$ cat src/rtl/noc_inject_arbiter_pkg.sv
// Shared types and helpers for the NoC injection arbiter: FSM state encoding
// and a clog2 that never returns zero, so index fields always have at least one bit.
package noc_inject_arbiter_pkg;

  typedef enum logic {
    EMPTY = 1'b0,
    FULL  = 1'b1
  } arb_state_e;

  function automatic int clog2(input int value);
    int w;
    w = 0;
    while ((1 << w) < value) w++;
    return (w == 0) ? 1 : w;
  endfunction

endpackage

$ cat src/rtl/noc_inject_arbiter_if.sv
// Requester/router bundle for the injection arbiter. The master side is the
// PE/router environment; the slave side is the arbiter itself.
interface noc_inject_arbiter_if import noc_inject_arbiter_pkg::*; #(
  parameter int N          = 4,
  parameter int X_SIZE     = 1,
  parameter int Y_SIZE     = 1,
  parameter int DATA_WIDTH = 32,
  parameter int CNT_W      = 16
);

  localparam int IDX_W   = clog2(N);
  localparam int TOTAL_W = X_SIZE + Y_SIZE + DATA_WIDTH;

  logic [N-1:0]            req_valid;
  logic [N*X_SIZE-1:0]     req_dst_x;
  logic [N*Y_SIZE-1:0]     req_dst_y;
  logic [N*DATA_WIDTH-1:0] req_data;
  logic [N-1:0]            req_ready;
  logic                    noc_valid;
  logic [TOTAL_W-1:0]      noc_data;
  logic                    noc_ready;
  logic [IDX_W-1:0]        grant_id;
  logic                    drop_pulse;
  logic [N*CNT_W-1:0]      stat_grant;
  logic [CNT_W-1:0]        stat_drop;

  modport master (
    output req_valid, req_dst_x, req_dst_y, req_data, noc_ready,
    input  req_ready, noc_valid, noc_data, grant_id, drop_pulse, stat_grant, stat_drop
  );

  modport slave (
    input  req_valid, req_dst_x, req_dst_y, req_data, noc_ready,
    output req_ready, noc_valid, noc_data, grant_id, drop_pulse, stat_grant, stat_drop
  );

endinterface

$ cat src/rtl/noc_inject_arbiter_rr_arbiter.sv
// Combinational round-robin picker: first asserted request after ptr_i,
// wrapping modulo N, returned as one-hot and as an index.
module rr_arbiter import noc_inject_arbiter_pkg::*; #(
  parameter int N     = 4,
  parameter int IDX_W = clog2(N)
) (
  input  logic [N-1:0]     req_i,
  input  logic [IDX_W-1:0] ptr_i,
  output logic [N-1:0]     gnt_o,
  output logic [IDX_W-1:0] gnt_idx_o,
  output logic             any_o
);

  logic [IDX_W-1:0] idx;

  // Scan from farthest to nearest so the nearest hit is the one that sticks.
  always_comb begin
    gnt_o     = '0;
    gnt_idx_o = '0;
    any_o     = 1'b0;
    idx       = '0;
    for (int off = N; off >= 1; off--) begin
      idx = IDX_W'((int'(ptr_i) + off) % N);
      if (req_i[idx]) begin
        gnt_o      = '0;
        gnt_o[idx] = 1'b1;
        gnt_idx_o  = idx;
        any_o      = 1'b1;
      end
    end
  end

endmodule

$ cat src/rtl/noc_inject_arbiter.sv
// Round-robin sharing of one router PE injection port among N requesters, with
// destination range check/drop. Per-requester stats are built only with NOC_ARB_STATS_EN.
module noc_inject_arbiter import noc_inject_arbiter_pkg::*; #(
  parameter int N          = 4,
  parameter int X          = 2,
  parameter int Y          = 2,
  parameter int DATA_WIDTH = 32,
  parameter int X_SIZE     = 1,
  parameter int Y_SIZE     = 1,
  parameter int CNT_W      = 16
) (
  input logic                 clk_i,
  input logic                 rst_i,
  noc_inject_arbiter_if.slave bus
);

  localparam int IDX_W      = clog2(N);
  localparam int TOTAL_W    = X_SIZE + Y_SIZE + DATA_WIDTH;
  localparam int FLIT_X_LSB = DATA_WIDTH;
  localparam int FLIT_Y_LSB = DATA_WIDTH + X_SIZE;

  arb_state_e             state_q, state_d;
  logic [TOTAL_W-1:0]     data_q, data_d;
  logic [IDX_W-1:0]       gid_q, gid_d;
  logic [IDX_W-1:0]       ptr_q, ptr_d;
  logic                   drop_q, drop_d;

  logic [N-1:0]           gnt;
  logic [IDX_W-1:0]       gnt_idx;
  logic                   any;
  logic                   can_accept;
  logic                   accept;
  logic                   in_range;
  logic [X_SIZE-1:0]      sel_x;
  logic [Y_SIZE-1:0]      sel_y;
  logic [DATA_WIDTH-1:0]  sel_data;

  rr_arbiter #(.N(N), .IDX_W(IDX_W)) u_rr (
    .req_i     (bus.req_valid),
    .ptr_i     (ptr_q),
    .gnt_o     (gnt),
    .gnt_idx_o (gnt_idx),
    .any_o     (any)
  );

  assign can_accept = (state_q == EMPTY) || bus.noc_ready;
  assign accept     = can_accept && any;

  always_comb begin
    sel_x    = '0;
    sel_y    = '0;
    sel_data = '0;
    for (int i = 0; i < N; i++) begin
      if (gnt[i]) begin
        sel_x    = bus.req_dst_x[i*X_SIZE +: X_SIZE];
        sel_y    = bus.req_dst_y[i*Y_SIZE +: Y_SIZE];
        sel_data = bus.req_data[i*DATA_WIDTH +: DATA_WIDTH];
      end
    end
  end

  // A field wide enough only for legal coordinates needs no compare at all.
  assign in_range = ((X >= (1 << X_SIZE)) || (32'(sel_x) < 32'(X))) &&
                    ((Y >= (1 << Y_SIZE)) || (32'(sel_y) < 32'(Y)));

  always_comb begin
    state_d = state_q;
    data_d  = data_q;
    gid_d   = gid_q;
    ptr_d   = ptr_q;
    drop_d  = 1'b0;
    if (state_q == FULL && bus.noc_ready) state_d = EMPTY;
    if (accept) begin
      ptr_d = gnt_idx;
      if (in_range) begin
        state_d                           = FULL;
        data_d[DATA_WIDTH-1:0]            = sel_data;
        data_d[FLIT_X_LSB +: X_SIZE]      = sel_x;
        data_d[FLIT_Y_LSB +: Y_SIZE]      = sel_y;
        gid_d                             = gnt_idx;
      end else begin
        drop_d = 1'b1;
      end
    end
  end

  // Pointer resets to N-1 so requester 0 is first in line.
  always_ff @(posedge clk_i) begin
    if (rst_i) begin
      state_q <= EMPTY;
      data_q  <= '0;
      gid_q   <= '0;
      ptr_q   <= IDX_W'(N - 1);
      drop_q  <= 1'b0;
    end else begin
      state_q <= state_d;
      data_q  <= data_d;
      gid_q   <= gid_d;
      ptr_q   <= ptr_d;
      drop_q  <= drop_d;
    end
  end

  assign bus.req_ready  = can_accept ? gnt : '0;
  assign bus.noc_valid  = (state_q == FULL);
  assign bus.noc_data   = data_q;
  assign bus.grant_id   = gid_q;
  assign bus.drop_pulse = drop_q;

`ifdef NOC_ARB_STATS_EN
  logic [CNT_W-1:0]   grant_cnt_q [N];
  logic [CNT_W-1:0]   grant_cnt_d [N];
  logic [CNT_W-1:0]   drop_cnt_q, drop_cnt_d;
  logic [N*CNT_W-1:0] stat_grant_flat;

  always_comb begin
    grant_cnt_d = grant_cnt_q;
    drop_cnt_d  = drop_cnt_q;
    if (accept && in_range && grant_cnt_q[gnt_idx] != '1)
      grant_cnt_d[gnt_idx] = grant_cnt_q[gnt_idx] + 1'b1;
    if (accept && !in_range && drop_cnt_q != '1)
      drop_cnt_d = drop_cnt_q + 1'b1;
  end

  always_ff @(posedge clk_i) begin
    if (rst_i) begin
      for (int i = 0; i < N; i++) grant_cnt_q[i] <= '0;
      drop_cnt_q <= '0;
    end else begin
      grant_cnt_q <= grant_cnt_d;
      drop_cnt_q  <= drop_cnt_d;
    end
  end

  always_comb begin
    stat_grant_flat = '0;
    for (int i = 0; i < N; i++) stat_grant_flat[i*CNT_W +: CNT_W] = grant_cnt_q[i];
  end

  assign bus.stat_grant = stat_grant_flat;
  assign bus.stat_drop  = drop_cnt_q;
`else
  assign bus.stat_grant = '0;
  assign bus.stat_drop  = '0;
`endif

endmodule

$ cat src/flat_wrapper.sv
// flat-port wrapper written by rule: the top's interface ports become plain ports
module noc_inject_arbiter_flat import noc_inject_arbiter_pkg::*;
#(
  parameter int N          = 4,
  parameter int X          = 2,
  parameter int Y          = 2,
  parameter int DATA_WIDTH = 32,
  parameter int X_SIZE     = 1,
  parameter int Y_SIZE     = 1,
  parameter int CNT_W      = 16
)
  (clk_i, rst_i, bus_req_valid, bus_req_dst_x, bus_req_dst_y, bus_req_data, bus_noc_ready, bus_req_ready, bus_noc_valid, bus_noc_data, bus_grant_id, bus_drop_pulse, bus_stat_grant, bus_stat_drop);
  noc_inject_arbiter_if #(.N(N), .X_SIZE(X_SIZE), .Y_SIZE(Y_SIZE), .DATA_WIDTH(DATA_WIDTH), .CNT_W(CNT_W)) bus_i ();
  input logic clk_i;
  input logic rst_i;
  input wire logic [$bits(bus_i.req_valid)-1:0] bus_req_valid;
  input wire logic [$bits(bus_i.req_dst_x)-1:0] bus_req_dst_x;
  input wire logic [$bits(bus_i.req_dst_y)-1:0] bus_req_dst_y;
  input wire logic [$bits(bus_i.req_data)-1:0] bus_req_data;
  input wire logic [$bits(bus_i.noc_ready)-1:0] bus_noc_ready;
  output wire logic [$bits(bus_i.req_ready)-1:0] bus_req_ready;
  output wire logic [$bits(bus_i.noc_valid)-1:0] bus_noc_valid;
  output wire logic [$bits(bus_i.noc_data)-1:0] bus_noc_data;
  output wire logic [$bits(bus_i.grant_id)-1:0] bus_grant_id;
  output wire logic [$bits(bus_i.drop_pulse)-1:0] bus_drop_pulse;
  output wire logic [$bits(bus_i.stat_grant)-1:0] bus_stat_grant;
  output wire logic [$bits(bus_i.stat_drop)-1:0] bus_stat_drop;
  assign bus_i.req_valid = bus_req_valid;
  assign bus_i.req_dst_x = bus_req_dst_x;
  assign bus_i.req_dst_y = bus_req_dst_y;
  assign bus_i.req_data = bus_req_data;
  assign bus_i.noc_ready = bus_noc_ready;
  assign bus_req_ready = bus_i.req_ready;
  assign bus_noc_valid = bus_i.noc_valid;
  assign bus_noc_data = bus_i.noc_data;
  assign bus_grant_id = bus_i.grant_id;
  assign bus_drop_pulse = bus_i.drop_pulse;
  assign bus_stat_grant = bus_i.stat_grant;
  assign bus_stat_drop = bus_i.stat_drop;
  noc_inject_arbiter #(.N(N), .X(X), .Y(Y), .DATA_WIDTH(DATA_WIDTH), .X_SIZE(X_SIZE), .Y_SIZE(Y_SIZE), .CNT_W(CNT_W)) u_core (.clk_i(clk_i), .rst_i(rst_i), .bus(bus_i));
endmodule
$ cat config.mk
export PLATFORM = sky130hd
export DESIGN_NAME = noc_inject_arbiter_flat
export DESIGN_NICKNAME = d
export VERILOG_FILES = /design/src/rtl/noc_inject_arbiter_pkg.sv /design/src/rtl/noc_inject_arbiter_if.sv /design/src/rtl/noc_inject_arbiter_rr_arbiter.sv /design/src/rtl/noc_inject_arbiter.sv /design/src/flat_wrapper.sv
export SDC_FILE = /design/constraint.sdc
export NUM_CORES = 1
export LEC_CHECK = 0
export CAP_MARGIN = 10
export CORE_MARGIN = 1.5
export CORE_UTILIZATION = 35
export CTS_BUF_LIST = sky130_fd_sc_hd__clkbuf_8
export CTS_CLUSTER_DIAMETER = 40
export CTS_CLUSTER_SIZE = 30
export DETAILED_ROUTE_END_ITERATION = 10
export HOLD_SLACK_MARGIN = 0.03
export PLACE_DENSITY = 0.75
export SLEW_MARGIN = 20
export SYNTH_ARGS = -nofsm -noshare
export SYNTH_HDL_FRONTEND = slang
export SYNTH_SLANG_ARGS = --single-unit
$ cat constraint.sdc
create_clock -name clk_i -period 6.85 [get_ports clk_i]
set_clock_uncertainty 0.05 [all_clocks]
set_input_delay 2.055 -clock clk_i [delete_from_list [all_inputs] [get_ports clk_i]]
set_output_delay 2.055 -clock clk_i [all_outputs]
set_load 0.01 [all_outputs]
Word-level counts from Yosys, hierarchy flattened:

Index checks and enable logic that the tools add are counted.

* logic and storage cells: 68
* output and inout bits: 122
* input port bits: 143
* register bits: 39

* mux-type cells: 43
* bitwise logic cells: 1
* $add $sub $neg: 4
* reductions and logical operators: 8
* $lt $le $gt $ge: 8

Operators by type and width (count)
* 32-bit two-way mux: 4
* 1-bit two-way mux: 22
* 4-bit two-way mux: 5
* 2-bit by 3-bit less-than comparator with 1-bit output, second input constant: 4
* 1-bit binary-select mux with 2-bit select: 4
* 1-bit demux with 2-bit select: 4
* 2-bit by 1-bit >= comparator with 1-bit output, second input constant: 4
* 2-bit two-way mux: 4
* 1-bit logical AND: 6
* 2-bit by 1-bit adder with 2-bit output, second input constant: 2
* 2-bit adder, second input constant: 2
* 2-bit nonzero test: 1
* 1-bit logical OR: 1
* 1-bit NOT: 1

Logic depth before layout (Yosys ltp):

Gate-level depths: netlist of the first run.

* depth in word-level cells: 13
* mapped depth: 12
* depth with buffers taken out: 8

Hierarchy:

Synthesis of the first run repeated with hierarchy kept, for this count alone.

* cells, all modules: 490
* area total of the unflattened synthesis: 3782.4 sq um

Modules (own cells, without submodules)
* noc_inject_arbiter: times used 1, cells each 420, area each 3229.3 sq um, sequential area each 780.7 sq um
* rr_arbiter: times used 1, cells each 70, area each 553.0 sq um, sequential area each 0.0 sq um

Worst setup path before layout of the first run:

Ideal clock, no wire load.

* path type: input to output
* start: in bus_req_valid[2]
* end: out bus_req_ready[1]
* data required time: 4745 ps
* slack: 1180 ps
* arrival time: 3565 ps
* stages on the path: 8
* path through: buf_2 > nand2b_1 > mux4_2 > o31ai_2 > o22ai_1 > buf_6 > buf_6 > nor2_1

* longest elaborated chain between the ends: 7
* elaborated cells on any way between the ends: 13
* those cells by class: mux (13)

Ends and longest elaborated chain
* start: declaration: RTL line flat_wrapper.sv:16 `input wire logic [$bits(bus_i.req_valid)-1:0] bus_req_valid;`
* 1-bit binary-select mux with 2-bit select: RTL line noc_inject_arbiter_rr_arbiter.sv:24 `if (req_i[idx]) begin`
* 1-bit two-way mux (implied by the code): RTL line noc_inject_arbiter_rr_arbiter.sv:24
* 4-bit two-way mux (3 in series): RTL line noc_inject_arbiter_rr_arbiter.sv:24
* 4-bit two-way mux *: RTL line noc_inject_arbiter_rr_arbiter.sv:24
* 4-bit two-way mux *: RTL line noc_inject_arbiter.sv:104 `assign bus.req_ready = can_accept ? gnt : '0;`
* end: declaration: RTL line flat_wrapper.sv:21 `output wire logic [$bits(bus_i.req_ready)-1:0] bus_req_ready;`

Mark *: on every way between the ends. The rest lies on a longest branch, timed or not. The select of a mux whose other input is x is not followed.

Worst setup path in the final report of the first run:

* start: in bus_req_valid[0]
* end: out bus_req_ready[0]

The elaborated chain is that of the path after synthesis.

==> flow_summary.toml, run 1 <==
[synth]
syn_avg_cell_area_sq_um = 8.67
async_flop_share_pct = 0
synth_cell_type_count = 49
ys_ff_latch = 39
seq_area_frac_synth_pct = 16.9
synthCells = 533
ys.warnings.count = 0
ys.flop_type = "dfxtp_1"
syn-cell-area_sq_um = 4620
synth-edff-count = 0

[detailed_routing]
avgRoutedWirePerCell_um = 16.5
drt-total-wl_um = 14100
ant_nets = 0
avgViaCountPerCell = 5.15
firstDrtPassIters = 4
vias = 4407
first_iter_violations = 176
drcViolationCount = 0

[floorplan]
num_rows = 41
die_x_um = 118
ios = 265
die-area_sq_um = 13900
dieHeight_um = 118
coreArea_sq_um = 12800
initial_core_util_pct = 36.2

[finish]
drive_above_1_share_pct = 14.9
multi_input_area_sq_um = 3070
final_net_count = 834
antennaDiodeCount = 0
fillers = 1190
layout_commonest_cell = "clkdlybuf4s50_1"
regArea_sq_um = 781
postLayoutCellArea_sq_um = 6230
syn_to_final_growth_pct = 34.9
final_cell_mix = "clkdlybuf4s50_1, conb_1, nand2_1"

[clocking]
post_cts_buffers = 0
hold_buffers = 0
cts_tree = "done"
clkLatencyLatePin_ns = 0.32
htree_num_levels = 2
clockBufferDepth = 2
postCtsResizedCells = 0
cts_num_sinks = 39
clk_pin_slew_worst_paths_ns = 0.09
cts_root_buffer = "clkbuf_8"
cts_buffers = 5

[global_route]
grt_pass1_wl_um = 22400
grt-ovfl-total = 0
grtUsageTotal_pct = 19.7
grt_pass1_vias = 4229
antenna_found_initial = 0
grt_max_degree = 38

[timing]
period_share_pct = 97.2
max_slew_margin_pct = 26.7
max_freq_mhz = 150
setup_viol = 0
fin_crit_ns = 6.66
fin_setup_tns_ns = 0
final_hold_viol_count = 0
drv_slew = 0
rsz0062_at_grt = "no"
worst_slew_pin_slew_ns = 1.10

[critical_path]
path_max_fanout = 9
critPathLaunchType = "input pin"
arrival_ns = 4.56
required_ns = 4.74
endpoint_kind = "output pin"
crit_type = "input pin to output pin"

[place]
placed_area_sq_um = 6140
io_buffers = 183
post-dp-hpwl_um = 10500
globalplace.congestion = 0.813

[hold_path]
holdCritPathClass = "register to register"

[pwr]
max-vdd-ir-drop_mv = 0.149
power_density_nw_per_um2 = 214
p_leak_uw = 0.00255
p_total_uw = 1330

[status]
status = "complete, no violations"

[run]
drv_cap = 0
==> cells in the mapped netlist, types with 6 or more instances <==
cell	number	area, sq um
a21oi_1	7	35.0
mux2i_1	38	380
nor2_1	9	33.8
a41oi_1	34	298
nand2b_1	6	37.5
o221ai_2	31	465
a22oi_2	30	375
ha_1	7	87.6
buf_4	86	646
dfxtp_1	39	781
buf_6	16	180
inv_1	37	139
clkbuf_1	18	67.6
buf_2	6	30.0
nand2_1	45	169
and3_1	34	213
o21ai_0	36	180
==> stage by stage <==
step	util, %	instances	hold slack [ns]	setup slack (ns)
floorplan	-	613	0.424	1.18
global placement	48.1	849	0.401	0.240
detailed placement	48.1	849	0.408	0.197
CTS	48.8	856	0.430	0.184
global route	48.8	856	0.450	0.0377
finish	48.8	856	0.433	0.189
==> logic make-up after synthesis <==
logic type	Yosys count	share of synthesized area (%)
muxes	48	11.6
adders and majority gates	7	1.90
other	1	0.0812
AOI/OAI and AO/OA	161	33.6
DFF	39	16.9
buffers and inverters	171	23.7
and+or+nand+nor	106	12.2
==> state kept, by name, indices dropped and copies added, names as in the netlist <==
signal and flops:
u_core.bus.grant_id 2, u_core.bus.noc_data 34, u_core.bus.noc_valid 1, u_core.ptr_q 2
==> final cells by class <==
type                            count  share of cell area [%]
Sequential cell                    39                    12.5
Clock buffer                        6                    1.32
Multi-Input combinational cell    403                    49.3
Tap cell                          172                    3.45
Inverter                           38                    2.29
Timing Repair Buffer              197                    31.1
Clock inverter                      1                  0.0803
==> worst max-delay path, cell delays in order <==
cell,delay [ns]
clkdlybuf4s50_1,0.57
mux2_2,0.36
mux2_1,0.31
mux2_2,0.29
o211ai_1,0.17
o21ai_0,0.11
nor2_1,0.12
clkdlybuf4s50_1,0.56
==> final timing paths <==
path | from | to | slack (ns) | cells after the start
max reg2reg | u_core.ptr_q[0] | u_core.bus.noc_data[11] | 2.69 | 9
min reg2reg | u_core.bus.grant_id[0] | u_core.bus.grant_id[0] | 0.43 | 2
min | u_core.bus.grant_id[0] | u_core.bus.grant_id[0] | 0.43 | 2
max | bus_req_valid[0] | bus_req_ready[0] | 0.19 | 8
==> metal layers <==
metal,vias to the layer above,wire (um),track usage [%],part of all wire [%]
met1,2080,5990,23.9,43
met2,215,6990,35.4,50
met3,10,979,4.31,7.0
li1,2102,-,-,-
met4,0,127,4.57,0.90
met5,-,0,0,0
==> where the power goes <==
group / switching, uW / internal, uW
Clock: 94.8 / 79.3
Sequential: 45.6 / 288
Combinational: 426 / 398
Total: 567 / 765
Power figures use the tool's default switching activity.
==> run 2, diff against run 1 <==
--- a/config.mk
+++ b/config.mk
@@ -8,7 +8,6 @@
 export CAP_MARGIN = 10
 export CORE_MARGIN = 1.5
 export CORE_UTILIZATION = 35
-export CTS_BUF_LIST = sky130_fd_sc_hd__clkbuf_8
 export CTS_CLUSTER_DIAMETER = 40
 export CTS_CLUSTER_SIZE = 30
 export DETAILED_ROUTE_END_ITERATION = 10
==> run 2 against run 1 <==
Worst hold slack worse by 0.011 ns; count of clock-buffer cells in the layout stayed put; sequential power hardly changed; maximum frequency hardly changed; die area stayed put; register-to-register slack better by 0.02 ns; critical path type unchanged; largest cell class unchanged.
==> flow_summary.toml, run 2 (synthesis results as in run 1) <==
[status]
status = "complete, no violations"

[critical_path]
r2r_cells = 9
worstSetupStartpoint = "bus_req_valid[0]"
crit_type = "input pin to output pin"
critPathCapture = "bus_req_ready[0]"
arrival_ns = 4.55
critical-path-top-delay-family = "buffers and inverters"
slowest_stage = "clkdlybuf4s50_1"
cp_num_cells = 8
path_max_fanout = 9
path_cells = "clkdlybuf4s50_1 -> mux2_2 -> mux2_1 -> mux2_2 -> o211ai_1 -> o21ai_0 -> nor2_1 -> clkdlybuf4s50_1"
endpoint_kind = "output pin"
r2r_start = "u_core.ptr_q[0]"
worstReg2RegEnd = "u_core.bus.noc_data[11]"
crit_buf_inv = 2
critPathMaxStageDelay_ns = 0.57
r2r_setup_slack_ns = 2.71
critPathLaunchType = "input pin"
required_ns = 4.74

[clocking]
htree_num_levels = 2
cts_tree = "done"
postCtsResizedCells = 0
clockBufferDepth = 2
hold_buffers = 0
post_cts_buffers = 0
cts_num_sinks = 39
cts_buffers = 5
cts_root_buffer = "clkbuf_16"
clkLatencyLatePin_ns = 0.29
clk_pin_slew_worst_paths_ns = 0.06

[timing]
worst_slack_ns = 0.193
fin_crit_ns = 6.66
fin_setup_tns_ns = 0
setup_viol = 0
max_freq_mhz = 150
max_slew_margin_pct = 27.1
rsz0062_at_grt = "no"
worst_slew_pin_slew_ns = 1.09
period_share_pct = 97.2
final_hold_viol_count = 0
drv_slew = 0

[floorplan]
initial_core_util_pct = 36.2
dieHeight_um = 118
die-area_sq_um = 13900
num_rows = 41
coreArea_sq_um = 12800
die_x_um = 118
ios = 265

[detailed_routing]
ant_nets = 0
drt-total-wl_um = 14000
avgRoutedWirePerCell_um = 16.4
avgViaCountPerCell = 5.12
route.met2.wl_um = 6980
vias = 4382
wl_met1_um = 6020
drcViolationCount = 0
first_iter_violations = 168
route.met3.wl_um = 927
top_layer = "met4"
firstDrtPassIters = 4

[global_route]
grt-ovfl-total = 0
grt_pass1_vias = 4223
grtUsageTotal_pct = 19.7
antenna_found_initial = 0
grt_pass1_wl_um = 22400
grt_max_degree = 38

[hold_path]
holdCritPathClass = "register to register"

[pwr]
switching_share_pct = 40.9
intPower_uw = 828
p_leak_uw = 0.00258
p_sw_uw = 572
sequentialPowerShare_pct = 23.8
max-vdd-ir-drop_mv = 0.151
comb_power_share_pct = 58.8
power_density_nw_per_um2 = 223
clkPwrFrac_pct = 17.4

[place]
placed_area_sq_um = 6140
post-dp-hpwl_um = 10500
pre_cts_ws_ns = 0.197
io_buffers = 183
globalplace.congestion = 0.813

[finish]
postLayoutCellArea_sq_um = 6290
largest_reg_flops = 34
drive_above_1_share_pct = 14.9
final_cell_mix = "clkdlybuf4s50_1, conb_1, nand2_1"
layout_commonest_cell = "clkdlybuf4s50_1"
syn_to_final_growth_pct = 36.1
antennaDiodeCount = 0
final_net_count = 834

[run]
drv_cap = 0
==> run 2: cell types whose count changed in the layout (fill, tap and decap cells not counted) <==
cell       before  now
clkbuf_16       0    5
clkbuf_8        6    1
==> run 2: worst reg2reg max path, cell delays in order, from the launching register on <==
cell	delay, ns
dfxtp_1	0.69
clkinv_1	0.44
ha_1	0.67
mux2i_1	0.29
mux2_2	0.49
o31ai_2	0.18
o22ai_4	0.14
buf_4	0.52
mux2i_1	0.40
o221ai_2	0.14
==> run 2: worst min path at each step <==
stage,startpoint,endpoint,slack [ns],depth (start not counted)
after floorplan,u_core.bus.grant_id[0],u_core.bus.grant_id[0],0.42,2
after global placement,u_core.bus.grant_id[0],u_core.bus.grant_id[0],0.40,2
after detailed placement,u_core.bus.grant_id[0],u_core.bus.grant_id[0],0.41,2
after CTS,u_core.bus.grant_id[0],u_core.bus.grant_id[0],0.43,2
after global routing,u_core.bus.grant_id[0],u_core.bus.grant_id[0],0.45,2
final,u_core.bus.grant_id[0],u_core.bus.grant_id[0],0.42,2
==> run 2: per-stage QoR <==
stage / cells / hold slack, ns / total power [uW] / util, %
6_report: 856 / 0.422 / 1400 / 49.2
3_5_place_dp: 849 / 0.408 / 1170 / 48.1
4_1_cts: 856 / 0.426 / 1410 / 49.2
3_3_place_gp: 849 / 0.401 / 1140 / 48.1
5_1_grt: 856 / 0.446 / 1490 / 49.2
2_1_floorplan: 613 / 0.424 / 904 / -
==> run 2: routing by layer <==
layer	GRT usage (%)	up-vias
li1	-	2102
met1	24.1	2073
met2	35.4	197
met3	4.31	10
met4	3.51	0
met5	0	-
==> run 2: area by class of cell <==
class                   count  area [sq um]
well taps                 172           215
inverters                  38           143
flip-flops and latches     39           781
multi-input cells         403          3070
clock buffers               6           139
fillers                  1184          6480
repair buffers            197          1940
clock inverters             1          5.00
==> run 2: power by group through the flow <==
stage / Clock, uW / Sequential, uW / Combinational (uW)
5_1_grt: 258 / 341 / 892
3_5_place_dp: 0 / 337 / 828
6_report: 244 / 334 / 823
3_3_place_gp: 0 / 336 / 809
4_1_cts: 247 / 333 / 831
2_1_floorplan: 0 / 357 / 546
==> run 3, diff against run 2 <==
--- a/config.mk
+++ b/config.mk
@@ -6,7 +6,7 @@
 export NUM_CORES = 1
 export LEC_CHECK = 0
 export CAP_MARGIN = 10
-export CORE_MARGIN = 1.5
+export CORE_MARGIN = 4
 export CORE_UTILIZATION = 35
 export CTS_CLUSTER_DIAMETER = 40
 export CTS_CLUSTER_SIZE = 30
==> run 3 against run 2 <==
Sequential power about the same; largest cell class unchanged; core utilization up 0.098 points; highest routed layer unchanged; count of clock-buffer cells in the layout is 1 lower.
==> flow_summary.toml, run 3 (synthesis results as in run 1) <==
[status]
status = "complete, no violations"

[global_route]
grt_pass1_vias = 4237
grt_max_degree = 38
antenna_found_initial = 0
grt_pass1_wl_um = 22400
grt-ovfl-total = 0
grtUsageTotal_pct = 18.5

[critical_path]
endpoint_kind = "output pin"
slowest_stage = "clkdlybuf4s50_1"
critPathMaxStageDelay_ns = 0.63
crit_type = "input pin to output pin"
path_max_fanout = 14
crit_buf_inv = 2
crit_top_cell = "clkdlybuf4s50_1"
critPathLaunchType = "input pin"
path_cells = "clkdlybuf4s50_1 -> nand2b_1 -> mux4_2 -> nor3b_1 -> o22a_1 -> and2_1 -> clkdlybuf4s50_1"
critical-path-top-delay-family = "buffers and inverters"
required_ns = 4.74
arrival_ns = 4.60

[detailed_routing]
firstDrtPassIters = 5
avgRoutedWirePerCell_um = 17.4
vias = 4354
route.met2.wl_um = 7560
top_layer = "met4"
drt-total-wl_um = 14900
ant_nets = 0
drcViolationCount = 0
wl_met1_um = 5780
avgViaCountPerCell = 5.09
first_iter_violations = 174
route.met3.wl_um = 1380

[pwr]
clkPwrFrac_pct = 19.4
switching_share_pct = 40.5
power_density_nw_per_um2 = 229
comb_power_share_pct = 57.2
intPower_uw = 857
p_leak_uw = 0.00258
p_sw_uw = 583
sequentialPowerShare_pct = 23.3
max-vdd-ir-drop_mv = 0.222

[floorplan]
coreArea_sq_um = 12800
die_x_um = 123
num_rows = 41
initial_core_util_pct = 36.2
dieHeight_um = 123
ios = 265
die-area_sq_um = 15100

[clocking]
hold_buffers = 0
clkLatencyLatePin_ns = 0.29
postCtsResizedCells = 0
cts_buffers = 5
cts_root_buffer = "clkbuf_16"
cts_num_sinks = 39
cts_tree = "done"
clk_pin_slew_worst_paths_ns = 0.06
htree_num_levels = 2
post_cts_buffers = 0
clockBufferDepth = 2

[finish]
syn_to_final_growth_pct = 36.4
fillers = 1192
drive_above_1_share_pct = 14.9
largest_reg_flops = 34
final_net_count = 832
regArea_sq_um = 781
final_cell_mix = "clkdlybuf4s50_1, conb_1, nand2_1"
finish.utilization_pct = 49.3
layout_commonest_cell = "clkdlybuf4s50_1"
postLayoutCellArea_sq_um = 6300
antennaDiodeCount = 0
multi_input_area_sq_um = 3070

[timing]
drv_slew = 0
worst_slew_pin_slew_ns = 1.11
fin_crit_ns = 6.70
max_freq_mhz = 149
final_hold_viol_count = 0
rsz0062_at_grt = "no"
max_slew_margin_pct = 26.2
period_share_pct = 97.9
setup_viol = 0
fin_setup_tns_ns = 0

[place]
post-dp-hpwl_um = 11200
placed_area_sq_um = 6130
globalplace.congestion = 0.852
io_buffers = 183

[run]
drv_cap = 0

[hold_path]
holdCritPathClass = "register to register"
## run 3: changes by cell type in the layout (fill, tap and decap cells not counted), sizes merged
cell | before | now
clkinv | 2 | 3
buf | 14 | 12
clkbuf | 6 | 5
bufinv | 0 | 1
## run 3: through the flow
| stage | setup slack, ns | total power (uW) | std cells | hold slack [ns] |
|---|---|---|---|---|
| after floorplan | 1.18 | 904 | 613 | 0.424 |
| after global placement | 0.235 | 1150 | 847 | 0.407 |
| after detailed placement | 0.162 | 1170 | 847 | 0.403 |
| after CTS | 0.151 | 1460 | 855 | 0.411 |
| after global routing | 0.00423 | 1540 | 855 | 0.420 |
| final | 0.146 | 1440 | 855 | 0.409 |
## run 3: path summary, 6_finish.rpt
kind,from,to,slack [ns],depth (start not counted)
max,bus_req_valid[3],bus_req_ready[2],0.15,7
min,u_core.bus.grant_id[0],u_core.bus.grant_id[0],0.41,2
max reg2reg,u_core.ptr_q[0],u_core.bus.noc_data[6],2.86,7
min reg2reg,u_core.bus.grant_id[0],u_core.bus.grant_id[0],0.41,2
## run 3: final cells by class
cell class / instances / area share [%]
clock buffer: 5 / 1.99
clock inverter: 3 / 0.695
inverter: 38 / 2.26
multi-input combinational: 403 / 48.8
sequential: 39 / 12.4
tap: 172 / 3.41
timing repair buffer: 195 / 30.5
## run 3: worst reg2reg max path, cell delays in order, from the launching register on
cell and delay (ns):
dfxtp_1 0.69, clkinv_1 0.43, ha_1 0.67, mux4_2 0.46, nor3b_2 0.30, o311a_2 0.95
a22oi_1 0.22, o221ai_2 0.13
## run 3: power groups by stage
stage	logic, uW	clock network (uW)	registers (uW)
final	824	280	336
after floorplan	546	0	357
after global routing	900	296	343
after detailed placement	829	0	339
after CTS	832	289	336
after global placement	814	0	336
## run 3: metal layers
metal,vias up,global-route usage (%)
met2,200,33.3
li1,2107,-
met3,11,5.17
met5,-,0
met4,0,4.06
met1,2036,21.8
